### config.mk
export PLATFORM = sky130hd
export DESIGN_NAME = scoreboard_scan
export DESIGN_NICKNAME = d
export VERILOG_FILES = /design/src/rtl/scoreboard_pkg.sv /design/src/rtl/scoreboard_debounce.sv /design/src/rtl/scoreboard_scan.sv
export SDC_FILE = /design/constraint.sdc
export NUM_CORES = 1
export LEC_CHECK = 0
export CAP_MARGIN = 10
export CORE_MARGIN = 2
export CORE_UTILIZATION = 45
export DETAILED_ROUTE_END_ITERATION = 8
export MAX_ROUTING_LAYER = met4
export PLACE_DENSITY_LB_ADDON = 0.15
export SETUP_SLACK_MARGIN = 0.15
export SLEW_MARGIN = 20
export SYNTH_ARGS = -nofsm -noshare
export SYNTH_HDL_FRONTEND = slang
export SYNTH_SLANG_ARGS = --single-unit
### constraint.sdc
create_clock -name clk -period 4.9 [get_ports clk]
set_clock_uncertainty 0.2 [all_clocks]
set_input_delay 0.49 -clock clk [delete_from_list [all_inputs] [get_ports clk]]
set_output_delay 0.49 -clock clk [all_outputs]
set_load 0.01 [all_outputs]
### src/rtl/scoreboard_pkg.sv
// scoreboard_pkg: shared constants and helpers for the scanned scoreboard.
// Holds the common-anode 7-segment glyphs ({dp,g,f,e,d,c,b,a}, active-low),
// the blank pattern, the digit width and the single-digit up/down step.
package scoreboard_pkg;

    localparam int DIGIT_W = 4;

    localparam logic [7:0] SEG_BLANK = 8'hFF;

    // Glyphs carry dp = 1 (off); the wrap flag clears bit 7 when it is lit.
    localparam logic [7:0] GLYPH_0 = 8'hC0;
    localparam logic [7:0] GLYPH_1 = 8'hF9;
    localparam logic [7:0] GLYPH_2 = 8'hA4;
    localparam logic [7:0] GLYPH_3 = 8'hB0;
    localparam logic [7:0] GLYPH_4 = 8'h99;
    localparam logic [7:0] GLYPH_5 = 8'h92;
    localparam logic [7:0] GLYPH_6 = 8'h82;
    localparam logic [7:0] GLYPH_7 = 8'hF8;
    localparam logic [7:0] GLYPH_8 = 8'h80;
    localparam logic [7:0] GLYPH_9 = 8'h90;
    localparam logic [7:0] GLYPH_A = 8'h88;
    localparam logic [7:0] GLYPH_B = 8'h83;
    localparam logic [7:0] GLYPH_C = 8'hC6;
    localparam logic [7:0] GLYPH_D = 8'hA1;
    localparam logic [7:0] GLYPH_E = 8'h86;
    localparam logic [7:0] GLYPH_F = 8'h8E;

    // Hex digit to segment pattern.
    function automatic logic [7:0] glyph(input logic [DIGIT_W-1:0] v);
        logic [7:0] g;
        case (v)
            4'h0:    g = GLYPH_0;
            4'h1:    g = GLYPH_1;
            4'h2:    g = GLYPH_2;
            4'h3:    g = GLYPH_3;
            4'h4:    g = GLYPH_4;
            4'h5:    g = GLYPH_5;
            4'h6:    g = GLYPH_6;
            4'h7:    g = GLYPH_7;
            4'h8:    g = GLYPH_8;
            4'h9:    g = GLYPH_9;
            4'hA:    g = GLYPH_A;
            4'hB:    g = GLYPH_B;
            4'hC:    g = GLYPH_C;
            4'hD:    g = GLYPH_D;
            4'hE:    g = GLYPH_E;
            default: g = GLYPH_F;
        endcase
        return g;
    endfunction

    // One step of a digit in [0, vmax]; returns {wrapped, new_value}.
    function automatic logic [DIGIT_W:0] digit_step(input logic [DIGIT_W-1:0] v,
                                                    input logic               dec,
                                                    input logic [DIGIT_W-1:0] vmax);
        logic [DIGIT_W:0] r;
        if (dec) begin
            r = (v == '0) ? {1'b1, vmax} : {1'b0, v - 4'd1};
        end else begin
            r = (v == vmax) ? {1'b1, 4'd0} : {1'b0, v + 4'd1};
        end
        return r;
    endfunction

endpackage

### src/rtl/scoreboard_debounce.sv
// scoreboard_debounce: one button channel.
// Two-flop synchronizer, then a debounced level that only follows the
// synchronized input after DEBOUNCE_CYCLES consecutive differing samples
// (any agreeing sample restarts the count). pulse is high for the one cycle
// in which the debounced level first reads 1 after a rising change.
module scoreboard_debounce #(
    parameter int unsigned DEBOUNCE_CYCLES = 500000
) (
    input  logic clk,
    input  logic rst_n,
    input  logic din,
    output logic pulse
);

    localparam int CNT_W = (DEBOUNCE_CYCLES > 1) ? $clog2(DEBOUNCE_CYCLES) : 1;
    localparam logic [CNT_W-1:0] CNT_LAST = CNT_W'(DEBOUNCE_CYCLES - 1);

    logic             meta;
    logic             sync;
    logic             level;
    logic [CNT_W-1:0] cnt;

    // Bring the raw button into the clock domain.
    always_ff @(posedge clk or negedge rst_n) begin
        if (!rst_n) begin
            meta <= 1'b0;
            sync <= 1'b0;
        end else begin
            meta <= din;
            sync <= meta;
        end
    end

    // Count consecutive disagreeing samples; flip the level and emit the
    // rising pulse on the last one.
    always_ff @(posedge clk or negedge rst_n) begin
        if (!rst_n) begin
            cnt   <= '0;
            level <= 1'b0;
            pulse <= 1'b0;
        end else if (sync != level) begin
            if (cnt == CNT_LAST) begin
                cnt   <= '0;
                level <= sync;
                pulse <= sync;
            end else begin
                cnt   <= cnt + CNT_W'(1);
                pulse <= 1'b0;
            end
        end else begin
            cnt   <= '0;
            pulse <= 1'b0;
        end
    end

endmodule

### src/rtl/scoreboard_scan.sv
// scoreboard_scan: multi-digit up/down scoreboard with a scanned
// common-anode 7-segment display.
// Buttons pass through scoreboard_debounce, set a pending bit (direction
// captured from sw), and the pending bits update the digit registers.
// Build option SCOREBOARD_CARRY_EN: digits form one number (digit 0 least
// significant), one pending request is serviced per cycle, lowest index
// first, with carry/borrow into the higher digits. Without it every digit
// is independent and all pending requests are applied together.
module scoreboard_scan
    import scoreboard_pkg::*;
#(
    parameter int          DIGITS          = 4,
    parameter int          BCD             = 0,
    parameter int unsigned DEBOUNCE_CYCLES = 20'd500000,
    parameter int          SCAN_DIV        = 100000
) (
    input  logic              clk,
    input  logic              rst_n,
    input  logic [DIGITS-1:0] btn,
    input  logic [DIGITS-1:0] sw,
    output logic [DIGITS-1:0] AN,
    output logic [7:0]        SEGMENT,
    output logic              BTNX4
);

    localparam logic [DIGIT_W-1:0] DMAX = (BCD != 0) ? 4'd9 : 4'd15;
    localparam int IDX_W = (DIGITS > 1) ? $clog2(DIGITS) : 1;
    localparam int PRE_W = (SCAN_DIV > 1) ? $clog2(SCAN_DIV) : 1;
    localparam logic [IDX_W-1:0] IDX_LAST = IDX_W'(DIGITS - 1);
    localparam logic [PRE_W-1:0] PRE_LAST = PRE_W'(SCAN_DIV - 1);

    logic [DIGITS-1:0]              pulse;
    logic [DIGITS-1:0]              pend;
    logic [DIGITS-1:0]              pdir;
    logic [DIGITS-1:0]              pend_clr;
    logic [DIGITS-1:0]              wf;
    logic [DIGITS-1:0]              wf_set;
    logic [DIGITS-1:0][DIGIT_W-1:0] digit_q;
    logic [DIGITS-1:0][DIGIT_W-1:0] digit_d;

    logic [PRE_W-1:0]  pre;
    logic [IDX_W-1:0]  idx;
    logic [IDX_W-1:0]  idx_new;
    logic              scan_on;
    logic [DIGITS-1:0] an_new;
    logic [7:0]        seg_new;

    assign BTNX4 = 1'b0;

    genvar gi;
    generate
        for (gi = 0; gi < DIGITS; gi++) begin : g_btn
            scoreboard_debounce #(
                .DEBOUNCE_CYCLES(DEBOUNCE_CYCLES)
            ) u_deb (
                .clk  (clk),
                .rst_n(rst_n),
                .din  (btn[gi]),
                .pulse(pulse[gi])
            );
        end
    endgenerate

    // Pending requests: a pulse on a clear bit latches it with its direction;
    // a pulse on an already-set bit is dropped.
    always_ff @(posedge clk or negedge rst_n) begin
        if (!rst_n) begin
            pend <= '0;
            pdir <= '0;
        end else begin
            for (int i = 0; i < DIGITS; i++) begin
                if (pend_clr[i]) begin
                    pend[i] <= 1'b0;
                end else if (pulse[i] && !pend[i]) begin
                    pend[i] <= 1'b1;
                    pdir[i] <= sw[i];
                end
            end
        end
    end

`ifdef SCOREBOARD_CARRY_EN
    // Service the lowest pending digit and ripple any wrap upward; the
    // wrap out of the top digit only marks its flag.
    always_comb begin : update_carry
        logic             found;
        logic             run;
        logic             dec;
        logic [DIGIT_W:0] step;
        found    = 1'b0;
        run      = 1'b0;
        dec      = 1'b0;
        step     = '0;
        digit_d  = digit_q;
        wf_set   = '0;
        pend_clr = '0;
        for (int i = 0; i < DIGITS; i++) begin
            if (!found && pend[i]) begin
                found       = 1'b1;
                run         = 1'b1;
                dec         = pdir[i];
                pend_clr[i] = 1'b1;
            end
            if (run) begin
                step       = digit_step(digit_q[i], dec, DMAX);
                digit_d[i] = step[DIGIT_W-1:0];
                wf_set[i]  = step[DIGIT_W];
                run        = step[DIGIT_W];
            end
        end
    end
`else
    // Apply every pending request to its own digit in the same cycle.
    always_comb begin : update_indep
        logic [DIGIT_W:0] step;
        step     = '0;
        digit_d  = digit_q;
        wf_set   = '0;
        pend_clr = pend;
        for (int i = 0; i < DIGITS; i++) begin
            if (pend[i]) begin
                step       = digit_step(digit_q[i], pdir[i], DMAX);
                digit_d[i] = step[DIGIT_W-1:0];
                wf_set[i]  = step[DIGIT_W];
            end
        end
    end
`endif

    // Digit values and sticky wrap flags.
    always_ff @(posedge clk or negedge rst_n) begin
        if (!rst_n) begin
            digit_q <= '0;
            wf      <= '0;
        end else begin
            digit_q <= digit_d;
            wf      <= wf | wf_set;
        end
    end

    // Next scan slot: the first slot after reset shows digit 0, later slots
    // advance round-robin. Segments come from the live digit value.
    always_comb begin
        logic [7:0] g;
        if (!scan_on) begin
            idx_new = idx;
        end else if (idx == IDX_LAST) begin
            idx_new = '0;
        end else begin
            idx_new = idx + IDX_W'(1);
        end
        an_new          = '1;
        an_new[idx_new] = 1'b0;
        g               = glyph(digit_q[idx_new]);
        seg_new         = g & {~wf[idx_new], 7'h7F};
    end

    // Prescaler and registered display outputs, refreshed on each wrap.
    always_ff @(posedge clk or negedge rst_n) begin
        if (!rst_n) begin
            pre     <= '0;
            idx     <= '0;
            scan_on <= 1'b0;
            AN      <= '1;
            SEGMENT <= SEG_BLANK;
        end else if (pre == PRE_LAST) begin
            pre     <= '0;
            idx     <= idx_new;
            scan_on <= 1'b1;
            AN      <= an_new;
            SEGMENT <= seg_new;
        end else begin
            pre <= pre + PRE_W'(1);
        end
    end

endmodule

==> summary.md, run 1 <==
| Metric | Value |
|---|---|
| Post-synthesis sequential area ratio | `51.2%` |
| Final Hold Viols | `0` |
| Endpoints failing setup | `0` |
| Final HPWL DP | `8.76 mm` |
| Layout cells sized above 1 | `9.46%` |
| Routed Antenna Nets | `0` |
| Post-Syn Area | `7460 sq um` |
| Fmax achieved | `342 MHz` |
| Static Leak | `~3.7 nW` |
| CP required | `about 5000 ps` |
| Routability cong. | `0.849` |
| Final Critical Period | `2920 ps` |
| Count of state elements after synthesis | `~150` |
| CP endpoint kind | `flip-flop` |
| Clock Path Buffers | `2` |
| Worst slack, placed | `2020 ps` |
| Initial antenna violation count | `0` |
| Ant diodes | `0` |
| Mapped Cells | `730` |
| IO Pins | `23` |
| CP max FO | `10` |
| Row count | `47` |
| Yosys top cell area share | `between 40% and 50%` |
| Crit Reg-Reg Endpoint | `SEGMENT[1]$_DFFE_PN1N_` |
| Post-synth top area cell | `dfrtp_1` |
| # DRC | `0` |
| Async set or reset register ratio after synthesis | `100%` |
| Synth top area cells | `dfrtp_1, nor2_1, xor2_1` |
| CP startpoint kind | `flip-flop` |
| Synthesized Nets | `between 700 and 800` |
| CTS sink count | `152` |
| R2R setup slack | `1980 ps` |
| CTS tree | `built` |
| Crit path DAT | `3070 ps` |
| Post-synth top flop | `dfrtp_1` |
| Post-CTS Resized | `0` |
| Port bufs | `21` |
| Synthesis-to-layout area growth | `12.7%` |
| Synth warn | `0` |
| RSZ-0062 raised after global routing | `false` |
| Sum of negative setup slack | `0 ps` |
| GRT overflow | `0` |
| Number of global-route vias before repair | `5049` |
| Area after DPL | `7820 sq um` |
| Multi-input gate area | `3440 sq um` |
| Hold Slack | `roughly 150 ps` |
| Crit Reg-Reg Startpoint | `idx[0]$_DFFE_PN0N_` |
| Number of distinct library cells after synthesis | `62` |
| Worst vdd ir | `0.256 mV` |
| Total power | `2.61 mW` |
| Crit. Startpoint | `idx[0]$_DFFE_PN0N_` |
| TritonRoute pass-1 iters | `4` |
| Max cap viols | `0` |
| Final net count | `~780` |
| Largest net degree at the start of global routing | `70` |
| Vias/cell | `5.19` |
| Worst-Margin Slew | `687 ps` |
| Max-slew violation count | `0` |
| Cell area after layout | `8400 sq um` |
| Wire per inst | `13.2 microns` |
| Clk slew on worst S/H paths | `60 ps` |
| Global router's overall resource usage | `16.5%` |
| Crit path to | `SEGMENT[1]$_DFFE_PN1N_` |
| Syn_area_per_cell | `10.2 sq um` |
| Initial DRC count | `272` |
| Total CTS buffers | `17` |
| Worst skew pair latency | `420 ps` |
| Synth top cells by count | `dfrtp_1, nor2_1, nand2_1` |
| Hold Path Class | `reg -> reg` |
| Starting Density | `between 40% and 50%` |
| H-tree Lvls | `4` |
| Count leader, synth | `dfrtp_1` |
| Global-route wire length before repair | `23.1 mm` |
| Worst Setup Path Type | `reg -> reg` |
| Status | `finished, final reports clean` |
| Layout fillers | `~1.5k` |
| Die W | `133 microns` |
| CTS root buffer | `clkbuf_16` |
| Power Density | `just over 300 nW/um^2` |
| Register area | `roughly 3800 sq um` |
| Total wire length | `13.0 mm` |
| Total die area | `17600 sq um` |
| Final core occ | `51.2%` |
| Core area | `16400 sq um` |
| Die Y | `roughly 130 microns` |
| Final Cycle Share | `59.7%` |
| EDFF count, synth | `0` |
| R2r worst-path depth | `8` |
| Post-Place Cells | `949` |
| Non-Filler Instances | `981` |
| Vias | `5089` |
| Setup slack after layout | `about 2000 ps` |
| Relative slew margins | `between 50% and 60%` |
per-layer routing:
metal / global-route usage (%) / wire, microns / vias to the layer above
met2: 26.3 / 6330 / 54
met4: 5.14 / 115 / 0
met5: - / 0 / -
met1: 20.6 / 6130 / 2499
met3: 4.64 / 378 / 12
li1: - / - / 2524
what timing repair did:
action	CTS	global route
hold buffers	1	0
hold endpoints to repair	60	0
setup buffers	0	0
worst max-delay path, cell delays in order (launching register included):
cell	delay [ps]
dfrtp_1	450
ha_1	330
mux2i_2	480
mux4_1	520
inv_1	160
ha_1	270
a21oi_2	130
a21oi_1	60
mux2_4	260
how the worst min path moves through the flow:
stage / to / slack (ps) / depth (start not counted) / startpoint
2_1_floorplan: digit_q[0]$_DFFE_PN0P_ / -6 / 0 / rst_n
3_3_place_gp: g_btn[1].u_deb.sync$_DFF_PN0_ / 140 / 0 / g_btn[1].u_deb.meta$_DFF_PN0_
3_5_place_dp: g_btn[1].u_deb.sync$_DFF_PN0_ / 130 / 0 / g_btn[1].u_deb.meta$_DFF_PN0_
4_1_cts: g_btn[1].u_deb.sync$_DFF_PN0_ / 150 / 0 / g_btn[1].u_deb.meta$_DFF_PN0_
5_1_grt: g_btn[0].u_deb.sync$_DFF_PN0_ / 160 / 0 / g_btn[0].u_deb.meta$_DFF_PN0_
6_report: g_btn[1].u_deb.sync$_DFF_PN0_ / 150 / 0 / g_btn[1].u_deb.meta$_DFF_PN0_
layout by cell type (no fill, tap or decap), types with 3 or more instances in the layout:
cell             count
and3b_1              3
nand3_1             46
nor2b_1             11
or3_1                4
dfrtp_1            140
nor2_1             127
ha_1                20
inv_1               17
a31oi_1              8
nor4b_1              5
xnor2_1             46
and2_1              10
clkbuf_8             3
mux4_2               3
and4_1              12
nor3_1               5
o21ai_0             21
xor2_1              47
o31ai_1              3
a21o_1               4
dfstp_2             12
a21oi_1             18
nand2_1             60
mux2_2              10
nand4b_1             4
clkdlybuf4s50_1     20
or2_2                5
nor3b_1              6
clkinv_2             6
clkbuf_16           17
and3_1              15
nand4_1             10
area by class of cell:
class	instances	share of cell area, %
Tap cell	220	3.28
Clock buffer	22	5.64
Inverter	17	0.759
Sequential cell	152	45.4
Clock inverter	9	1.18
Multi-Input combinational cell	537	40.9
Timing Repair Buffer	24	2.81
state kept, by name, indices dropped and copies added, names as in the netlist, 8 cells and up:
name,flops
digit_q,16
pre,17
g_btn.u_deb.cnt,76
SEGMENT,8
cell families (layout without fill, tap and decap cells):
kind of cell             Yosys count  after routing  share of synthesized area, %
flip-flops                       152            152                          51.2
buffers and inverters             41             72                          2.72
adder cells (fa/ha/maj)           20             20                          3.36
AO/OA/AOI/OAI                     67             67                          5.37
multiplexers                      19             19                          3.94
XOR/XNOR                          93             93                          10.9
AND/OR/NAND/NOR                  337            337                          22.4
other                              1              1                        0.0503
report_power, final:
group | internal (mW) | switching [mW]
registers | 1.27 | 0.0101
logic | 0.0177 | 0.0423
clock network | 0.783 | 0.490
No activity file was read; power rests on OpenSTA's default activity.
==> run 2: changes to the inputs <==
- clock period: 4.9 -> 3.05 ns (I/O delays scaled with it)
==> summary.md, run 2 (synthesis results as in run 1) <==
| Metric | Value |
|---|---|
| Highest Signal Layer | `met4 (unchanged)` |
| Total power | `4.23 mW (was 2.61 mW)` |
| Port bufs | `21 (unchanged)` |
| Row count | `47 (unchanged)` |
| Commonest non-fill, non-tap cells in the layout | `dfrtp_1, nor2_1, nand2_1 (unchanged)` |
| Clk slew on worst S/H paths | `60 ps (about the same)` |
| Global router's overall resource usage | `16.4% (was 16.5%)` |
| Final net count | `785 (was 779)` |
| CTS tree | `built (unchanged)` |
| Cell area after layout | `8470 sq um (was 8400 sq um)` |
| Global-route wire length before repair | `22.5 mm (was 23.1 mm)` |
| H-tree Lvls | `4 (unchanged)` |
| Max cap viols | `0 (unchanged)` |
| Wire per inst | `13.0 microns (was 13.2 microns)` |
| Initial DRC count | `277 (was 272)` |
| RSZ-0062 raised after global routing | `false (unchanged)` |
| Sum of negative setup slack | `0 ps (unchanged)` |
| Worst vdd ir | `0.432 mV (was 0.256 mV)` |
| Worst Setup Path Type | `reg -> reg (unchanged)` |
| Final core occ | `51.6% (was 51.2%)` |
| Vias/cell | `5.07 (was 5.19)` |
| Hold Path Class | `in -> reg (was reg -> reg)` |
| CP endpoint kind | `flip-flop (unchanged)` |
| Initial antenna violation count | `0 (unchanged)` |
| Hold Slack | `107 ps (was 147 ps)` |
| Crit path DAT | `2890 ps (was 3070 ps)` |
| Status | `finished, final reports clean (unchanged)` |
| CP startpoint kind | `flip-flop (unchanged)` |
| Static Leak | `3.75 nW (about the same)` |
| Final Cycle Share | `89.7% (was 59.7%)` |
| Total die area | `17600 sq um (unchanged)` |
| Total CTS buffers | `17 (unchanged)` |
| Met2 wire length | `5.93 mm (was 6.33 mm)` |
| Routed Antenna Nets | `0 (unchanged)` |
| Setup slack after layout | `313 ps (was 1980 ps)` |
| Final HPWL DP | `8.61 mm (was 8.76 mm)` |
| TritonRoute pass-1 iters | `5 (was 4)` |
| Layout cells sized above 1 | `10.8% (was 9.46%)` |
| Post-Place Cells | `954 (was 949)` |
| Endpoints failing setup | `0 (unchanged)` |
| Clock Path Buffers | `2 (unchanged)` |
| Max-slew violation count | `0 (unchanged)` |
| Metal3 WL | `412 microns (was 378 microns)` |
| Non-Filler Instances | `988 (was 981)` |
| Most flops, register | `g_btn.u_deb.cnt (unchanged)` |
| Total wire length | `12.8 mm (was 13.0 mm)` |
| Worst slack, placed | `243 ps (was 2020 ps)` |
| IO Pins | `23 (unchanged)` |
| Ant diodes | `0 (unchanged)` |
| Fmax achieved | `365 MHz (was 342 MHz)` |
| CTS root buffer | `clkbuf_16 (unchanged)` |
| Metal1 wirelength | `6.28 mm (was 6.13 mm)` |
| Power Density | `500 nW/um^2 (was 311 nW/um^2)` |
| Die Y | `133 microns (unchanged)` |
| Worst-Margin Slew | `600 ps (was 687 ps)` |
| Largest net degree at the start of global routing | `63 (was 70)` |
| Starting Density | `45.5% (unchanged)` |
| Commonest non-fill, non-tap cell in the layout | `dfrtp_1 (unchanged)` |
| Max reg flops | `76 (unchanged)` |
| Number of global-route vias before repair | `4840 (was 5049)` |
| CP max FO | `6 (was 10)` |
| Regs by FF count | `g_btn.u_deb.cnt (76), pre (17), digit_q (16) (unchanged)` |
| Final Hold Viols | `0 (unchanged)` |
| GRT overflow | `0 (unchanged)` |
| Area after DPL | `7870 sq um (was 7820 sq um)` |
| Synthesis-to-layout area growth | `13.5% (was 12.7%)` |
| Final Critical Period | `2740 ps (was 2920 ps)` |
| Core area | `16400 sq um (unchanged)` |
| CTS sink count | `152 (unchanged)` |
| Routability cong. | `0.837 (was 0.849)` |
| Relative slew margins | `59.7% (was 54.1%)` |
| Die W | `133 microns (unchanged)` |
| Vias | `5009 (was 5089)` |
| Worst skew pair latency | `430 ps (was 420 ps)` |
| CP required | `3200 ps (was 5040 ps)` |
| # DRC | `0 (unchanged)` |
## run 2: cell count changes in the layout (fill, tap and decap cells not counted), sizes merged
cell / change
buf: +6
clkbuf: -4
clkinv: -2
clkinvlp: +5
inv: +2
## run 2: final cells by class
class / instances / area, sq um
Clock buffer: 18 / 439
Clock inverter: 14 / 148
Fill cell: 1461 / 7940
Inverter: 17 / 63.8
Multi-Input combinational cell: 537 / 3430
Sequential cell: 152 / 3820
Tap cell: 220 / 275
Timing Repair Buffer: 30 / 294
## run 2: worst paths after layout
check | depth (start not counted) | slack, ps | end | startpoint
max | 9 | 310 | SEGMENT[1]$_DFFE_PN1N_ | idx[0]$_DFFE_PN0N_
min | 1 | 110 | g_btn[0].u_deb.meta$_DFF_PN0_ | btn[0]
max reg2reg | 9 | 310 | SEGMENT[1]$_DFFE_PN1N_ | idx[0]$_DFFE_PN0N_
min reg2reg | 0 | 150 | g_btn[1].u_deb.sync$_DFF_PN0_ | g_btn[1].u_deb.meta$_DFF_PN0_
max in group asynchronous | 3 | 1680 | g_btn[3].u_deb.cnt[10]$_DFF_PN0_ | rst_n
min in group asynchronous | 2 | 230 | g_btn[0].u_deb.cnt[9]$_DFF_PN0_ | rst_n
## run 2: repair_timing
item,in CTS,in global routing
gates resized for setup,0,2
endpoints found under the setup margin,0,2
endpoints found under the hold margin,47,0
buffers inserted,0,1
hold buffers,1,0
## run 2: worst max-delay path, stage by stage, from the launching register on
cell	delay, ps
dfrtp_1	450
ha_1	180
nor2_1	70
mux2i_4	270
mux4_2	600
inv_1	160
ha_1	280
a21oi_2	120
a21oi_1	50
mux2_4	270
## run 2: power by group
part	switching (mW)	internal, mW
logic	0.0678	0.0311
registers	0.0162	2.04
clock network	0.857	1.23
## run 2: routing by layer
layer,track usage (%),up-vias
met2,25.0,56
met1,20.8,2407
met4,6.27,0
met5,-,-
met3,4.75,18
li1,-,2528
==> run 3: changes to the inputs <==
- GPL_TIMING_DRIVEN: unset -> 0
- clock period: 3.05 -> 3.4 ns (I/O delays scaled with it)
==> summary.md, run 3 (synthesis results as in run 1) <==
| Metric | Value |
|---|---|
| Total die area | `17600 sq um (unchanged)` |
| Status | `finished, final reports clean (unchanged)` |
| Vias/cell | `5.10 (was 5.07)` |
| Routability cong. | `0.791 (was 0.837)` |
| Regs by FF count | `g_btn.u_deb.cnt (76), pre (17), digit_q (16) (unchanged)` |
| Final net count | `802 (was 785)` |
| Ant diodes | `0 (unchanged)` |
| Die Y | `133 microns (unchanged)` |
| Worst-Margin Slew | `690 ps (was 600 ps)` |
| CP endpoint kind | `flip-flop (unchanged)` |
| Hold endpoint | `g_btn[1].u_deb.sync$_DFF_PN0_ (was g_btn[0].u_deb.meta$_DFF_PN0_)` |
| Initial antenna violation count | `0 (unchanged)` |
| Crit path DAT | `3060 ps (was 2890 ps)` |
| Final Hold Viols | `0 (unchanged)` |
| Hold Startpoint | `g_btn[1].u_deb.meta$_DFF_PN0_ (was btn[0])` |
| Core area | `16400 sq um (unchanged)` |
| Initial DRC count | `272 (was 277)` |
| Layout cells sized above 1 | `10.6% (was 10.8%)` |
| Setup slack after layout | `481 ps (was 313 ps)` |
| Starting Density | `45.5% (unchanged)` |
| H-tree Lvls | `4 (unchanged)` |
| Layout fillers | `1472 (was 1461)` |
| Global router's overall resource usage | `16.8% (was 16.4%)` |
| Wire per inst | `13.2 microns (was 13.0 microns)` |
| Final HPWL DP | `9.05 mm (was 8.61 mm)` |
| Crit Reg-Reg Startpoint | `idx[0]$_DFFE_PN0N_ (unchanged)` |
| Synthesis-to-layout area growth | `14.8% (was 13.5%)` |
| Die W | `133 microns (unchanged)` |
| Routed Antenna Nets | `0 (unchanged)` |
| CP max FO | `10 (was 6)` |
| CTS sink count | `152 (unchanged)` |
| Worst slack, placed | `497 ps (was 243 ps)` |
| Commonest non-fill, non-tap cells in the layout | `dfrtp_1, nor2_1, nand2_1 (unchanged)` |
| R2r worst-path depth | `8 (was 9)` |
| Power Density | `440 nW/um^2 (was 500 nW/um^2)` |
| Row count | `47 (unchanged)` |
| CTS root buffer | `clkbuf_16 (unchanged)` |
| Worst Setup Path Type | `reg -> reg (unchanged)` |
| CP required | `3540 ps (was 3200 ps)` |
| CTS tree | `built (unchanged)` |
| Max reg flops | `76 (unchanged)` |
| GRT overflow | `0 (unchanged)` |
| Hold Path Class | `reg -> reg (was in -> reg)` |
| Commonest non-fill, non-tap cell in the layout | `dfrtp_1 (unchanged)` |
| # DRC | `0 (unchanged)` |
| Relative slew margins | `53.9% (was 59.7%)` |
| Largest net degree at the start of global routing | `90 (was 63)` |
| IO Pins | `23 (unchanged)` |
| Clock Path Buffers | `2 (unchanged)` |
| Number of global-route vias before repair | `5060 (was 4840)` |
| Global-route wire length before repair | `23.3 mm (was 22.5 mm)` |
| Fmax achieved | `343 MHz (was 365 MHz)` |
| Final Cycle Share | `85.8% (was 89.7%)` |
| Static Leak | `3.82 nW (was 3.75 nW)` |
| Hold Slack | `148 ps (was 107 ps)` |
| TritonRoute pass-1 iters | `4 (was 5)` |
| Hold Path Cell Cnt | `0 (was 1)` |
| RSZ-0062 raised after global routing | `false (unchanged)` |
| Total CTS buffers | `17 (unchanged)` |
| Max-slew violation count | `0 (unchanged)` |
| Most flops, register | `g_btn.u_deb.cnt (unchanged)` |
| Final Critical Period | `2920 ps (was 2740 ps)` |
| Crit Reg-Reg Endpoint | `SEGMENT[1]$_DFFE_PN1N_ (unchanged)` |
| Max cap viols | `0 (unchanged)` |
| Total wire length | `13.3 mm (was 12.8 mm)` |
| R2R setup slack | `480 ps (was 310 ps)` |
| Port bufs | `21 (unchanged)` |
| Worst vdd ir | `0.331 mV (was 0.432 mV)` |
| Endpoints failing setup | `0 (unchanged)` |
| Post-CTS Resized | `0 (unchanged)` |
| Vias | `5130 (was 5009)` |
| Clk slew on worst S/H paths | `60 ps (about the same)` |
| CP startpoint kind | `flip-flop (unchanged)` |
| Worst skew pair latency | `420 ps (was 430 ps)` |
[run 3: changes by cell type in the layout (fill, tap and decap cells not counted), sizes merged]
| cell | previous run | this run |
|---|---|---|
| clkinv | 5 | 4 |
| clkdlybuf4s50 | 20 | 21 |
| buf | 9 | 11 |
| clkbuf | 18 | 37 |
| clkinvlp | 5 | 2 |
| bufinv | 2 | 1 |
[run 3: timing repair]
| action | 4_1_cts | 5_1_grt |
|---|---|---|
| setup buffers | 0 | 0 |
| hold endpoints to repair | 51 | 0 |
| hold buffers | 1 | 0 |
[run 3: critical path, cell delays in order, from the launching register on]
cell and delay (ps):
dfrtp_1 440, ha_1 330, mux2i_2 480, mux4_1 480
inv_1 180, ha_1 280, a21oi_2 130, a21oi_1 60
mux2_4 260
[run 3: metal layers]
| metal | GRT usage, % | vias up | wire length, microns |
|---|---|---|---|
| met5 | - | - | 0 |
| met4 | 5.56 | 0 | 153 |
| met3 | 4.71 | 16 | 410 |
| met2 | 27.1 | 54 | 6460 |
| met1 | 20.4 | 2504 | 6250 |
| li1 | - | 2556 | - |
[run 3: power by group]
part | leakage (nW) | internal [mW] | switching [mW] | total (mW)
Clock | 0.280 | 1.09 | 0.744 | 1.83
Combinational | 1.50 | 0.0304 | 0.0618 | 0.0922
Sequential | 2.04 | 1.83 | 0.0148 | 1.84
[run 3: worst max-delay path by stage]
stage / end / startpoint / slack [ps] / cells after the start
floorplan: SEGMENT[1]$_DFFE_PN1N_ / idx[0]$_DFFE_PN0N_ / 760 / 8
global placement: g_btn[2].u_deb.cnt[12]$_DFF_PN0_ / rst_n / -4330 / 1
detailed placement: SEGMENT[1]$_DFFE_PN1N_ / idx[0]$_DFFE_PN0N_ / 500 / 8
CTS: SEGMENT[1]$_DFFE_PN1N_ / idx[0]$_DFFE_PN0N_ / 480 / 8
global route: SEGMENT[1]$_DFFE_PN1N_ / idx[0]$_DFFE_PN0N_ / 340 / 8
finish: SEGMENT[1]$_DFFE_PN1N_ / idx[0]$_DFFE_PN0N_ / 480 / 8
[run 3: cell type report]
| cell class | count | area [sq um] | area share (%) |
|---|---|---|---|
| Sequential cell | 152 | 3820 | 44.6 |
| Multi-Input combinational cell | 537 | 3440 | 40.1 |
| Clock buffer | 23 | 488 | 5.70 |
| Tap cell | 220 | 275 | 3.21 |
| Timing Repair Buffer | 23 | 253 | 2.95 |
| Buffer | 24 | 139 | 1.62 |
| Clock inverter | 9 | 90.1 | 1.05 |
| Inverter | 17 | 63.8 | 0.745 |
[run 3: through the flow]
stage	utilization, %	TNS (ps)	power, mW	instance area [sq um]	std cells
global route	52.2	0	3.91	8560	1005
CTS	52.2	0	3.82	8560	1005
global placement	48.4	-633650	1.96	7940	971
finish	52.2	0	3.77	8560	1005
detailed placement	48.6	0	1.97	7980	972
floorplan	-	0	1.91	7460	730
